<file path="src/rtl/fetch_pkg.sv">
// Shared types and constants for the instruction fetch stage.
package fetch_pkg;

  // Fetch FSM: request in flight (ISSUE/WAIT) or beat on offer (PRESENT).
  typedef enum logic [1:0] {
    ISSUE   = 2'd0,
    WAIT    = 2'd1,
    PRESENT = 2'd2
  } fetch_state_e;

  localparam logic [31:0] START_PC_DEFAULT = 32'h8002_0000;
  localparam logic [31:0] PC_INC_DEFAULT   = 32'd4;
  localparam logic [31:0] WORD_ALIGN_MASK  = 32'hFFFF_FFFC;

  // Force an address onto a word boundary.
  function automatic logic [31:0] align_word(input logic [31:0] addr);
    return addr & WORD_ALIGN_MASK;
  endfunction

endpackage

</file>
<file path="src/rtl/fetch_if.sv">
// Memory read port and decode beat port of the fetch stage.
interface fetch_if;

  // instruction memory side
  logic        mem_req;
  logic [31:0] mem_addr;
  logic        mem_ready;
  logic [31:0] mem_rdata;

  // decode side
  logic        stall;
  logic [31:0] pc;
  logic [31:0] insn;
  logic        valid_insn;

  modport master (
    output mem_req, mem_addr, pc, insn, valid_insn,
    input  mem_ready, mem_rdata, stall
  );

  modport slave (
    input  mem_req, mem_addr, pc, insn, valid_insn,
    output mem_ready, mem_rdata, stall
  );

endinterface

</file>
<file path="src/rtl/fetch.sv">
// Instruction fetch stage: walks the PC, reads one word at a time from
// instruction memory and offers each word to decode for one beat. A redirect
// from execute retargets the next fetch; a request already accepted by memory
// is allowed to finish and its data is dropped (squash).
module fetch
  import fetch_pkg::*;
#(
  parameter logic [31:0] START_PC = START_PC_DEFAULT,
  parameter logic [31:0] PC_INC   = PC_INC_DEFAULT
) (
  input  logic        clk,
  input  logic        reset,
  input  logic        redirect_valid,
  input  logic [31:0] redirect_pc,
  fetch_if.master     bus,
  output logic [31:0] insn_count
);

  fetch_state_e state_r, state_s;
  logic [31:0]  fetch_pc_r, fetch_pc_s;
  logic         squash_r, squash_s;
  logic         mem_req_r, mem_req_s;
  logic [31:0]  mem_addr_r, mem_addr_s;
  logic [31:0]  pc_r, pc_s;
  logic [31:0]  insn_r, insn_s;
  logic         valid_r, valid_s;
  logic [31:0]  count_r, count_s;
  logic [31:0]  target_s;
  logic         resp_s;

  // A response only counts while a request is actually on the bus; this keeps
  // the idle cycle right after reset (mem_req low) from consuming mem_ready.
  assign resp_s = mem_req_r & bus.mem_ready & ((state_r == ISSUE) | (state_r == WAIT));

  assign target_s = align_word(redirect_pc);

  // Next-state and next-register values for the fetch FSM.
  always_comb begin
    state_s    = state_r;
    fetch_pc_s = fetch_pc_r;
    squash_s   = squash_r;
    pc_s       = pc_r;
    insn_s     = insn_r;
    valid_s    = valid_r;
    count_s    = count_r;

    if (resp_s) begin
      // Memory completes the request this cycle.
      if (redirect_valid) begin
        fetch_pc_s = target_s;
        squash_s   = 1'b0;
        state_s    = ISSUE;
      end else if (squash_r) begin
        squash_s = 1'b0;
        state_s  = ISSUE;
      end else begin
        insn_s     = bus.mem_rdata;
        pc_s       = fetch_pc_r;
        fetch_pc_s = fetch_pc_r + PC_INC;
        valid_s    = 1'b1;
        state_s    = PRESENT;
      end
    end else begin
      case (state_r)
        ISSUE: begin
          // Not accepted yet, so the address may still be changed.
          if (redirect_valid) begin
            fetch_pc_s = target_s;
            state_s    = ISSUE;
          end else if (mem_req_r) begin
            state_s = WAIT;
          end else begin
            state_s = ISSUE;
          end
        end
        WAIT: begin
          // Accepted request must finish on its original address.
          if (redirect_valid) begin
            fetch_pc_s = target_s;
            squash_s   = 1'b1;
            state_s    = WAIT;
          end else begin
            state_s = WAIT;
          end
        end
        PRESENT: begin
          if (redirect_valid) begin
            valid_s    = 1'b0;
            fetch_pc_s = target_s;
            state_s    = ISSUE;
          end else if (!bus.stall) begin
            valid_s = 1'b0;
            count_s = count_r + 32'd1;
            state_s = ISSUE;
          end else begin
            state_s = PRESENT;
          end
        end
        default: begin
          state_s  = ISSUE;
          valid_s  = 1'b0;
          squash_s = 1'b0;
        end
      endcase
    end

    // Bus outputs are registered: they follow the state being entered.
    mem_req_s  = (state_s != PRESENT);
    mem_addr_s = ((state_s == WAIT) && squash_s) ? mem_addr_r : fetch_pc_s;
  end

  // State and output registers with synchronous reset.
  always_ff @(posedge clk) begin
    if (reset) begin
      state_r    <= ISSUE;
      fetch_pc_r <= align_word(START_PC);
      squash_r   <= 1'b0;
      mem_req_r  <= 1'b0;
      mem_addr_r <= align_word(START_PC);
      pc_r       <= 32'd0;
      insn_r     <= 32'd0;
      valid_r    <= 1'b0;
      count_r    <= 32'd0;
    end else begin
      state_r    <= state_s;
      fetch_pc_r <= fetch_pc_s;
      squash_r   <= squash_s;
      mem_req_r  <= mem_req_s;
      mem_addr_r <= mem_addr_s;
      pc_r       <= pc_s;
      insn_r     <= insn_s;
      valid_r    <= valid_s;
      count_r    <= count_s;
    end
  end

  assign bus.mem_req    = mem_req_r;
  assign bus.mem_addr   = mem_addr_r;
  assign bus.pc         = pc_r;
  assign bus.insn       = insn_r;
  assign bus.valid_insn = valid_r;
  assign insn_count     = count_r;

endmodule
</file>
<file path="src/flat_wrapper.sv">
// flat-port wrapper written by rule: the top's interface ports become plain ports
module fetch_flat import fetch_pkg::*;
#(
  parameter logic [31:0] START_PC = START_PC_DEFAULT,
  parameter logic [31:0] PC_INC   = PC_INC_DEFAULT
)
  (clk, reset, redirect_valid, redirect_pc, insn_count, bus_mem_req, bus_mem_addr, bus_pc, bus_insn, bus_valid_insn, bus_mem_ready, bus_mem_rdata, bus_stall);
  fetch_if bus_i ();
  input  logic clk;
  input  logic reset;
  input  logic redirect_valid;
  input  logic [31:0] redirect_pc;
  output logic [31:0] insn_count;
  output wire logic [$bits(bus_i.mem_req)-1:0] bus_mem_req;
  output wire logic [$bits(bus_i.mem_addr)-1:0] bus_mem_addr;
  output wire logic [$bits(bus_i.pc)-1:0] bus_pc;
  output wire logic [$bits(bus_i.insn)-1:0] bus_insn;
  output wire logic [$bits(bus_i.valid_insn)-1:0] bus_valid_insn;
  input wire logic [$bits(bus_i.mem_ready)-1:0] bus_mem_ready;
  input wire logic [$bits(bus_i.mem_rdata)-1:0] bus_mem_rdata;
  input wire logic [$bits(bus_i.stall)-1:0] bus_stall;
  assign bus_mem_req = bus_i.mem_req;
  assign bus_mem_addr = bus_i.mem_addr;
  assign bus_pc = bus_i.pc;
  assign bus_insn = bus_i.insn;
  assign bus_valid_insn = bus_i.valid_insn;
  assign bus_i.mem_ready = bus_mem_ready;
  assign bus_i.mem_rdata = bus_mem_rdata;
  assign bus_i.stall = bus_stall;
  fetch #(.START_PC(START_PC), .PC_INC(PC_INC)) u_core (.clk(clk), .reset(reset), .redirect_valid(redirect_valid), .redirect_pc(redirect_pc), .bus(bus_i), .insn_count(insn_count));
endmodule
</file>
<file path="config.mk">
export PLATFORM = sky130hd
export DESIGN_NAME = fetch_flat
export DESIGN_NICKNAME = d
export VERILOG_FILES = /design/src/rtl/fetch_pkg.sv /design/src/rtl/fetch_if.sv /design/src/rtl/fetch.sv /design/src/flat_wrapper.sv
export SDC_FILE = /design/constraint.sdc
export NUM_CORES = 1
export LEC_CHECK = 0
export CAP_MARGIN = 20
export CORE_MARGIN = 3
export CORE_UTILIZATION = 48
export CTS_CLUSTER_DIAMETER = 120
export DETAILED_ROUTE_END_ITERATION = 12
export GPL_TIMING_DRIVEN = 0
export HOLD_SLACK_MARGIN = 0.02
export PLACE_DENSITY = 0.83
export REMOVE_ABC_BUFFERS = 1
export SLEW_MARGIN = 0
export SYNTH_ARGS = -nofsm -noshare
export SYNTH_HDL_FRONTEND = slang
export SYNTH_SLANG_ARGS = --single-unit
</file>
<file path="constraint.sdc">
create_clock -name clk -period 2.16 [get_ports clk]
set_input_delay 0.324 -clock clk [delete_from_list [all_inputs] [get_ports clk]]
set_output_delay 0.324 -clock clk [all_outputs]
set_load 0.005 [all_outputs]
</file>
# [After elaboration in Yosys (flattened, before gate mapping)]
# Cells that the tools add are included.
# Widths: inputs -> output; s select.
[word_totals] input_bits=69 ff_bits=165 out_inout_bits=130 wordCells=56
[classes] addsub=2 n_eq_ne=8 n_reduce_logical=8 mux=22 n_bitwise=7
[op_table] cell="$mux 32" n=5
[op_table] cell="$add 32x1->32 const B" n=1
[op_table] cell="$add 32x3->32 const B" n=1
[op_table] cell="$mux 2" n=6
[op_table] cell="$mux 1" n=8
[op_table] cell="$reduce_and 4->1" n=2
[op_table] cell="$ne 2x2->1 const B" n=3
[op_table] cell="$pmux 2 s3" n=1
[op_table] cell="$eq 2x1->1 const B" n=2
[op_table] cell="$ne 4x3->1 const B" n=1
[op_table] cell="$not 1->1" n=4
[op_table] cell="$pmux 1 s2" n=2
[op_table] cell="$reduce_or 2->1" n=2
[op_table] cell="$reduce_and 3->1" n=1
[op_table] cell="$reduce_or 3->1" n=1
[op_table] cell="$and 1x1->1" n=2
[op_table] cell="$eq 2x2->1 const B" n=1
[op_table] cell="$logic_not 2->1" n=1
[op_table] cell="$ne 2x1->1 const B" n=1
[op_table] cell="$logic_and 1x1->1" n=1
[op_table] cell="$or 1x1->1" n=1

# [Depth between registers and ports, before layout]
# Gate-level depths: netlist (run 1).
[logic_depth] word_depth=6 mapped_depth=8 mapped_depth_nobuf=6

# [Worst setup path after synthesis (run 1)]
# OpenSTA, ideal clock, no wires.
[synth_timing] path_kind="input to register" from="in redirect_valid" to="reg u_core.count_r[19] (netlist: u_core.insn_count[19])" cell_stages=7 setup_time_ps=128 path_slack_ps=306 arrival_ps=1726 required_ps=2032 path_buffers=2 cell_sequence="buf_6 -> nor4b_4 -> nand4_2 -> buf_2 -> nor3_1 -> xnor2_1 -> nor2_1"
[synth_between] elab_chain_cells=2
[synth_rtl] item="from (decl)" line="flat_wrapper.sv:11" text="input logic redirect_valid;"
[synth_rtl] item="$not 1->1 (no line)"
[synth_rtl] item="$reduce_and 4->1 (no line)"
[synth_rtl] item="to (signal assigned)" line="fetch.sv:133" text="count_r <= count_s;"
[synth_rtl] item="to (decl)" line="fetch.sv:27" text="logic [31:0] count_r, count_s;"
# No other way between the ends.
# A chain may end at the register's enable or synchronous reset.

# [Worst setup path after layout (run 1)]
[layout_timing] from="reg u_core.fetch_pc_r[13]" to="reg u_core.mem_addr_r[23] (netlist: u_core.bus.mem_addr[23])"
[layout_between] elab_chain_cells=4
[layout_rtl] item="from (decl)" line="fetch.sv:20" text="logic [31:0] fetch_pc_r, fetch_pc_s;"
[layout_rtl] item="from (signal assigned)" line="fetch.sv:116" text="fetch_pc_r <= align_word(START_PC);"
[layout_rtl] item="from (signal assigned)" line="fetch.sv:126" text="fetch_pc_r <= fetch_pc_s;"
[layout_rtl] item="$add 32x3->32" line="fetch.sv:59" text="fetch_pc_s = fetch_pc_r + PC_INC;"
[layout_rtl] item="$mux 32" line="fetch.sv:53" text="end else if (squash_r) begin"
[layout_rtl] item="$mux 32" line="fetch.sv:49" text="if (redirect_valid) begin"
[layout_rtl] item="$mux 32" line="fetch.sv:47" text="if (resp_s) begin"
[layout_rtl] item="to (signal assigned)" line="fetch.sv:119" text="mem_addr_r <= align_word(START_PC);"
[layout_rtl] item="to (signal assigned)" line="fetch.sv:129" text="mem_addr_r <= mem_addr_s;"
[layout_rtl] item="to (decl)" line="fetch.sv:23" text="logic [31:0] mem_addr_r, mem_addr_s;"
# No other way between the ends.

==> results of run 1 <==
cells in the final DEF, fill, tap and decap left out, types with 5 or more instances in the layout:
| master | n |
|---|---|
| a211oi_1 | 23 |
| a21oi_1 | 85 |
| a22o_1 | 5 |
| a31oi_1 | 11 |
| and3_1 | 15 |
| and4_1 | 7 |
| buf_4 | 13 |
| clkbuf_1 | 5 |
| clkbuf_16 | 17 |
| clkdlybuf4s50_1 | 194 |
| dfxtp_1 | 164 |
| inv_1 | 10 |
| nand2_1 | 174 |
| nand2b_1 | 5 |
| nand3_1 | 26 |
| nand3b_1 | 6 |
| nand4_1 | 23 |
| nor2_1 | 101 |
| nor2b_1 | 7 |
| nor3_1 | 23 |
| nor3b_1 | 5 |
| nor4_1 | 17 |
| nor4_2 | 5 |
| o21ai_0 | 14 |
| xnor2_1 | 24 |
sequential cells by signal, summed over array words and instances, names as in the netlist:
register               count
u_core.insn_count         32
u_core.fetch_pc_r         32
u_core.bus.valid_insn      1
u_core.state_r             2
u_core.bus.mem_addr       32
u_core.bus.insn           32
u_core.bus.mem_req         1
u_core.bus.pc             32
u_core.squash_r            1
worst max path at each step:
stage	cells after the start	end
2_1_floorplan	5	u_core.bus.mem_req
4_1_cts	5	u_core.bus.mem_addr[26]
6_report	5	u_core.bus.mem_addr[23]
3_5_place_dp	6	u_core.bus.mem_addr[13]
3_3_place_gp	3	u_core.bus.mem_addr[14]
5_1_grt	5	u_core.bus.mem_addr[26]
layout make-up:
type / count / area (µm²) / share of cell area, %
Clock buffer: 25 / 485 / 4.83
Clock inverter: 7 / 71.3 / 0.710
Multi-Input combinational cell: 660 / 3750 / 37.3
Inverter: 11 / 41.3 / 0.411
Timing Repair Buffer: 213 / 2170 / 21.6
Sequential cell: 165 / 3300 / 32.9
Tap cell: 184 / 230 / 2.29
metal layers:
layer | global-route usage, % | vias to the layer above | part of all wire [%]
li1 | - | 3506 | -
met1 | 32.5 | 3360 | 43
met2 | 39.0 | 316 | 47
met3 | 7.80 | 35 | 8.7
met4 | 8.52 | 2 | 1.7
met5 | 0 | - | 0.086
per-stage QoR:
| step | utilization, % | total power [µW] | TNS [ns] | area [µm²] | instances |
|---|---|---|---|---|---|
| 2_1_floorplan | - | 3600 | -77.59 | 6960 | 836 |
| 6_report | 68.9 | 6890 | 0 | 10000 | 1265 |
| 5_1_grt | 68.9 | 7160 | -0.118 | 10000 | 1265 |
| 4_1_cts | 68.3 | 6920 | 0 | 9960 | 1262 |
| 3_3_place_gp | 62.7 | 4060 | -576.71 | 9150 | 1216 |
| 3_5_place_dp | 63.6 | 4080 | -70.11 | 9280 | 1221 |
timing repair:
item / CTS / global route
pin swaps: 2 / 3
buffers inserted: 9 / 3
gates cloned: 0 / 0
gates resized for setup: 11 / 12
endpoints found under the hold margin: 0 / 0
endpoints found under the setup margin: 114 / 28
hold buffers: 0 / 0
cell families after synthesis:
family,Yosys count,synth area share [%]
buf+inv,73,4.08
flops,165,45.8
mux,5,0.712
fa+ha+maj,2,0.347
compound gates,177,15.6
xor+xnor,28,3.40
simple gates,448,30.1
power by group through the flow:
stage	Combinational [µW]	Clock [µW]	Sequential, µW
finish	763	2850	3280
global route	828	3030	3290
CTS	754	2890	3280
detailed placement	738	0	3340
global placement	719	0	3340
floorplan	274	0	3320
critical path: stages, from the launching register on:
cell	delay [ns]
dfxtp_1	0.51
nand4_4	0.23
or2_4	0.34
or4b_1	0.52
and4_1	0.25
a211oi_2	0.19
==> flow_summary.yaml, run 1 <==
run_status:
  status: "finished, final reports clean"
floorplanning:
  ios: 199
  dieArea_um2: 16500
  fp.dieH_um: 129
  fp-row-count: 44
  initial_utilization_pct: 49.4
  die_x_um: 129
  coreArea_um2: 14600
yosys:
  netlist-cell-type-count: 63
  yosys-top-cells-count: "nand2_1 (175), dfxtp_1 (165), nor2_1 (104), a21oi_1 (85), clkbuf_1 (51)"
  syn_inst: 898
  syn-cell-area_um2: 7210
  yosysSeqAreaShare_pct: 45.8
  synth_top_area_share_pct: 45.8
  yosysWarnings: 0
  synth_edf_count: 0
  synth_flop_cell: "dfxtp_1"
  synthTopCellsByArea: "dfxtp_1 (46%), nand2_1 (9.1%), a21oi_1 (5.9%)"
  synth_seq_cells: 165
  ys_async_sr_fraction_pct: 0
  syn_avg_cell_area_um2: 8.03
  yosys.area.top_type: "dfxtp_1"
  synth_most_common_cell: "nand2_1"
global_routing:
  grt_pass1_vias: 6592
  grt-ovfl-total: 0
  grtUsageTotal_pct: 24.8
  grt_max_degree: 108
  grt_pass1_wl_um: 33300
  antenna_found_initial: 1
timing:
  timing.fmax_mhz: 470
  rsz0062_at_grt: "true"
  maxSlewHeadroom_pct: 56.0
  holdWs_ns: 0.298
  setup_slack_ns: 0.0303
  setup_violations: 0
  fin_crit_ns: 2.13
  worst_clock_skew_ns: 0.00881
  period_share_pct: 98.6
  worst-slew-pin-transition_ns: 0.658
  slew_violations: 0
  hold_violations: 0
place:
  place.port_buffers: 196
  post-place-ws_ns: -0.756
  place_congestion: 0.870
  dp_hpwl_um: 14000
cells_and_area:
  antenna-diode-count: 0
  drive_gt1_share_pct: 7.22
  fill_cells: 1195
  area_growth_pct: 39.4
  final_nets: 1139
setup_path:
  r2r_cells: 5
  critPathKind: "flip-flop to flip-flop"
  cp.arrival_ns: 2.46
  worstPathRequired_ns: 2.49
  cp-end-kind: "flip-flop"
  reg2reg_to: "u_core.bus.mem_addr[23]"
  startpoint_type: "flip-flop"
  rrSetupSlack_ns: 0.03
  worstPathMaxFanout: 8
  cp-startpoint: "u_core.fetch_pc_r[13]"
  r2r_start: "u_core.fetch_pc_r[13]"
clocking:
  cts_tree: "built"
  cts_made_buffers: 17
  clkSinkCount: 165
  worstSkewPairLatency_ns: 0.42
  clkTransAtPathRegs_ns: 0.06
  htreeDepth: 4
  cts_buffer_depth: 2
  root_buffer: "clkbuf_16"
drt:
  first_pass_iters: 5
  routed-via-count: 7219
  via_per_inst: 5.71
  drcViolationCount: 0
  post_drt_wl_per_cell_um: 16.6
  drtAntennaViolNets: 0
  dr.first_iter.drc_count: 585
  wirelength_um: 21000
worst_hold_path:
  worstHoldStart: "reset"
  hold_path.class: "input pin to flip-flop"
  min_path_cells: 2
  hold_end: "u_core.insn_count[28]"
pwr:
  powerDensity_nw_per_um2: 686
  p_int_uw: 5240
  p_leak_uw: 0.00349
  pwr-share-comb_pct: 11.1
  ir_drop_uv: 491
  swShare_pct: 23.9
  p_seq_share_pct: 47.6
  pwr-share-clk_pct: 41.3
  p_sw_uw: 1650
run:
  drv_cap: 0
Note: power is estimated with default switching activity, not from simulation.
==> run 2: changes to the inputs <==
- CORE_UTILIZATION: 48 -> 44
- PLACE_DENSITY: 0.83 -> 0.8
- clock period: 2.16 -> 1.8 ns (I/O delays scaled with it)
==> run 2 against run 1 <==
Against the previous run: the flow now finishes with violations (negative setup slack); critical path type unchanged; highest routed layer unchanged; total power is 28% higher; combinational power is 40% higher; final area is 13% higher; clock skew is 0.0028 ns higher; sequential cell count stayed put; cell count is 7.0% higher; sequential power is 20% higher; critical endpoint is now u_core.bus.mem_addr[21]; fmax is 12% higher; global-route usage hardly changed; clock-buffer cell count is 6 lower; via count is 11% higher.
==> flow_summary.yaml, run 2 (synthesized netlist as in run 1, its figures left out) <==
pwr:
  ir_drop_uv: 731
  total_power_uw: 8840
  p_leak_uw: 0.00432
  powerDensity_nw_per_um2: 776
place:
  place_inst: 1253
  place_congestion: 0.865
  dp_hpwl_um: 14200
  place.port_buffers: 196
  dpl_cell_area_um2: 9340
setup_path:
  critPathKind: "flip-flop to flip-flop"
  worstPathRequired_ns: 2.14
  cp-end-kind: "flip-flop"
  rrSetupSlack_ns: -0.1
  worstPathMaxFanout: 7
  r2r_start: "u_core.state_r[1]"
  reg2reg_to: "u_core.bus.mem_addr[21]"
  startpoint_type: "flip-flop"
  cp.arrival_ns: 2.23
  r2r_cells: 6
  slowest_stage: "dfxtp_4"
  max_stage_delay_ns: 0.38
  crit_chain: "and3b_4, buf_4, nand2_1, o41ai_2, a31oi_2, a211oi_1"
drt:
  post_drt_wl_per_cell_um: 19.5
  drtAntennaViolNets: 0
  via_per_inst: 5.92
  wirelength_um: 26500
  first_pass_iters: 6
  dr.first_iter.drc_count: 913
  highest_layer: "met5"
  drcViolationCount: 0
  wl_met2_um: 12900
  m1WireLength_um: 9710
  dr_wl_met3_um: 2890
  routed-via-count: 8021
floorplanning:
  initial_utilization_pct: 45.2
  fp.dieH_um: 134
  fp-row-count: 46
  coreArea_um2: 15900
  dieArea_um2: 18000
  die_x_um: 134
  ios: 199
run_status:
  violations: "negative setup slack"
  status: "complete, but fails checks"
cells_and_area:
  final_nets: 1196
  area_growth_pct: 58.0
  antenna-diode-count: 0
  postLayoutCoreUtil_pct: 71.4
  drive_gt1_share_pct: 19.7
  layout_commonest_cell: "clkdlybuf4s50_1"
  final_area_um2: 11400
  fill_cells: 1162
  instances_no_fill: 1354
  mostFrequentLayoutCells: "clkdlybuf4s50_1 (194), nand2_1 (173), dfxtp_1 (138)"
timing:
  worst-slew-pin-transition_ns: 0.651
  hold_violations: 0
  maxSlewHeadroom_pct: 56.6
  period_share_pct: 105
  fin_crit_ns: 1.90
  setup_violations: 12
  setup_slack_ns: -0.0986
  slew_violations: 0
  timing.fmax_mhz: 527
  rsz0062_at_grt: "true"
  fin_setup_tns_ns: -0.433
  worst_clock_skew_ns: 0.0116
global_routing:
  grt_pass1_vias: 6938
  grt-ovfl-total: 0
  grtUsageTotal_pct: 24.8
  antenna_found_initial: 2
  grt_pass1_wl_um: 36100
  grt_max_degree: 130
clocking:
  cts_made_buffers: 17
  clkTransAtPathRegs_ns: 0.07
  ctsHoldBuffers: 0
  clkSinkCount: 165
  cts_buffer_depth: 2
  cts_tree: "built"
  worstSkewPairLatency_ns: 0.43
  root_buffer: "clkbuf_16"
  htreeDepth: 4
worst_hold_path:
  hold_path.class: "input pin to flip-flop"
  worstHoldStart: "reset"
  hold_end: "u_core.insn_count[22]"
  min_path_cells: 2
run:
  drv_cap: 0
## run 2: where the power goes
group          leakage, µW  internal, µW  switching [µW]
Sequential         0.00136          3790             149
Clock             0.000304          2280            1550
Combinational      0.00265           549             525
## run 2: per-stage QoR
step	hold slack [ns]	worst slack [ns]
CTS	0.184	-0.0659
global placement	0.433	-4.47
global route	0.200	-0.163
finish	0.187	-0.0986
floorplan	0.335	-1.58
detailed placement	0.442	-1.16
## run 2: metal layers
layer | up-vias | global-route usage (%)
met5 | - | 0
met4 | 4 | 9.94
met2 | 487 | 39.6
li1 | 3635 | -
met3 | 104 | 8.44
met1 | 3791 | 30.9
## run 2: how the worst max path moves through the flow
stage	depth (start not counted)	to	slack [ns]	startpoint
floorplan	5	u_core.bus.mem_req	-1.58	u_core.state_r[1]
global placement	3	u_core.bus.mem_addr[14]	-4.47	reset
detailed placement	7	u_core.bus.mem_addr[2]	-1.16	bus_mem_ready
CTS	5	u_core.bus.mem_addr[23]	-0.07	u_core.squash_r
global route	8	u_core.insn_count[18]	-0.16	u_core.state_r[1]
finish	6	u_core.bus.mem_addr[21]	-0.1	u_core.state_r[1]
## run 2: repair_timing
| action | 4_1_cts | 5_1_grt |
|---|---|---|
| cloned | 2 | 4 |
| buffers inserted | 23 | 40 |
| gates resized for setup | 80 | 94 |
| pin swaps | 10 | 56 |
| setup endpoints to repair | 154 | 122 |
## run 2: final cells by class
class / instances / area (µm²) / area share (%)
Sequential cell: 165 / 3370 / 29.6
Clock buffer: 19 / 453 / 3.98
Clock inverter: 13 / 173 / 1.52
Inverter: 11 / 45.0 / 0.395
Multi-Input combinational cell: 664 / 4360 / 38.3
Timing Repair Buffer: 266 / 2710 / 23.8
Tap cell: 216 / 270 / 2.37
## run 2: worst max-delay path, delay by kind of cell (launching register included)
kind / cells / cell delay [ns]
AND/OR/NAND/NOR: 2 / 0.54
AO/OA/AOI/OAI: 3 / 0.71
buffers and inverters: 1 / 0.17
flip-flops: 1 / 0.38
==> run 3: changes to the inputs <==
- ABC_CLOCK_PERIOD_IN_PS: not set -> 1800
- CORE_ASPECT_RATIO: not set -> 0.7
==> run 3 against run 2 <==
Against the previous run: the run still ends with negative setup slack left; clock skew grew 0.00066 ns; sequential power is essentially flat; via count shrank 2.8%; register-to-register slack is essentially flat; die area grew 0.14%; worst setup slack lost 0.0024 ns; routed wire length shrank 1.0%; worst hold slack gained 0.087 ns; first-iteration DRC count grew 17%; critical endpoint is now u_core.bus.mem_addr[23]; largest power group unchanged.
==> flow_summary.yaml, run 3 (synthesized netlist as in run 1, its figures left out) <==
drt:
  drcViolationCount: 0
  first_pass_iters: 6
  routed-via-count: 7800
  post_drt_wl_per_cell_um: 19.4
  dr.first_iter.drc_count: 1066
  via_per_inst: 5.79
  drtAntennaViolNets: 0
  wirelength_um: 26200
cells_and_area:
  layout_commonest_cell: "clkdlybuf4s50_1"
  area_growth_pct: 55.3
  final_nets: 1186
  postLayoutCoreUtil_pct: 70.9
  mostFrequentLayoutCells: "clkdlybuf4s50_1 (192), nand2_1 (173), dfxtp_1 (139)"
  drive_gt1_share_pct: 19.1
  antenna-diode-count: 0
setup_path:
  startpoint_type: "flip-flop"
  rrSetupSlack_ns: -0.10
  worstPathRequired_ns: 2.10
  critPathKind: "flip-flop to flip-flop"
  crit_chain: "and3_1, nand4_1, buf_4, o311ai_1, and4_4, a211oi_2"
  slowest_stage: "dfxtp_4"
  max_stage_delay_ns: 0.43
  cp.arrival_ns: 2.20
  cp-end-kind: "flip-flop"
  worstPathMaxFanout: 7
global_routing:
  antenna_found_initial: 0
  grt-ovfl-total: 0
  grt_max_degree: 101
  grt_pass1_wl_um: 37800
  grtUsageTotal_pct: 26.0
  grt_pass1_vias: 6976
floorplanning:
  ios: 199
  die_x_um: 159
  initial_utilization_pct: 45.7
  fp.dieH_um: 113
  dieArea_um2: 18000
  fp-row-count: 38
  coreArea_um2: 15800
timing:
  rsz0062_at_grt: "true"
  period_share_pct: 106
  hold_violations: 0
  fin_crit_ns: 1.90
  maxSlewHeadroom_pct: 62.2
  slew_violations: 0
  timing.fmax_mhz: 526
  setup_violations: 19
  setup_slack_ns: -0.101
  worst_clock_skew_ns: 0.0123
  worst-slew-pin-transition_ns: 0.567
place:
  place_congestion: 0.867
  post-place-ws_ns: -1.18
  place.port_buffers: 196
  dp_hpwl_um: 14700
worst_hold_path:
  hold_path.class: "input pin to flip-flop"
clocking:
  cts_tree: "built"
  clkTransAtPathRegs_ns: 0.07
  worstSkewPairLatency_ns: 0.43
  clkSinkCount: 165
  cts_made_buffers: 17
  htreeDepth: 4
  root_buffer: "clkbuf_16"
  cts_buffer_depth: 2
pwr:
  p_leak_uw: 0.00394
  powerDensity_nw_per_um2: 784
  ir_drop_uv: 634
run:
  drv_cap: 0
run_status:
  status: "complete, but fails checks"
  violations: "negative setup slack"
## run 3: critical path, delay by kind of cell (launching register included)
family	cells	cell delay [ns]
AND/OR/NAND/NOR	3	0.78
flip-flops	1	0.43
AO/OA/AOI/OAI	2	0.33
buffers and inverters	1	0.23
## run 3: what timing repair did
item / in CTS / in global routing
gates resized for setup: 83 / 92
pin swaps: 12 / 43
hold buffers: 0 / 0
setup buffers: 26 / 24
setup endpoints to repair: 153 / 127
gates cloned: 4 / 6
## run 3: worst paths after layout
kind	from	endpoint	cells after the start
min reg2reg	u_core.bus.insn[7]	u_core.bus.insn[7]	2
max	u_core.fetch_pc_r[9]	u_core.bus.mem_addr[23]	6
max reg2reg	u_core.fetch_pc_r[9]	u_core.bus.mem_addr[23]	6
min	reset	u_core.insn_count[13]	2
## run 3: layout make-up
type	count	area [µm²]
fillers	1157	4590
multi-input cells	667	4290
flip-flops and latches	165	3370
repair buffers	253	2620
clock buffers	21	470
well taps	220	275
clock inverters	10	121
inverters	11	48.8
## run 3: metal layers
layer / vias up / wire length [µm] / GRT usage [%]
met5: - / 0 / 0
met4: 0 / 603 / 6.59
met3: 57 / 3250 / 10.2
met2: 496 / 11300 / 39.1
met1: 3617 / 11000 / 35.2
li1: 3630 / - / -
## run 3: metrics by stage
| stage | hold slack, ns | instance area [µm²] | TNS, ns | power, µW | cells |
|---|---|---|---|---|---|
| 6_report | 0.274 | 11200 | -0.705 | 8780 | 1347 |
| 5_1_grt | 0.288 | 11200 | -2.10 | 9040 | 1347 |
| 4_1_cts | 0.254 | 10500 | -0.120 | 8650 | 1317 |
| 3_5_place_dp | 0.446 | 9290 | -127.65 | 4890 | 1256 |
| 3_3_place_gp | 0.439 | 9190 | -639.55 | 4880 | 1252 |
| 2_1_floorplan | 0.335 | 6960 | -110.08 | 4320 | 836 |
## run 3: report_power, final
part / total [µW] / switching [µW] / leakage (µW) / internal [µW]
sequential: 3940 / 151 / 0.00136 / 3790
clock: 3710 / 1550 / 0.000278 / 2160
combinational: 1120 / 551 / 0.00231 / 574
total: 8780 / 2250 / 0.00394 / 6520
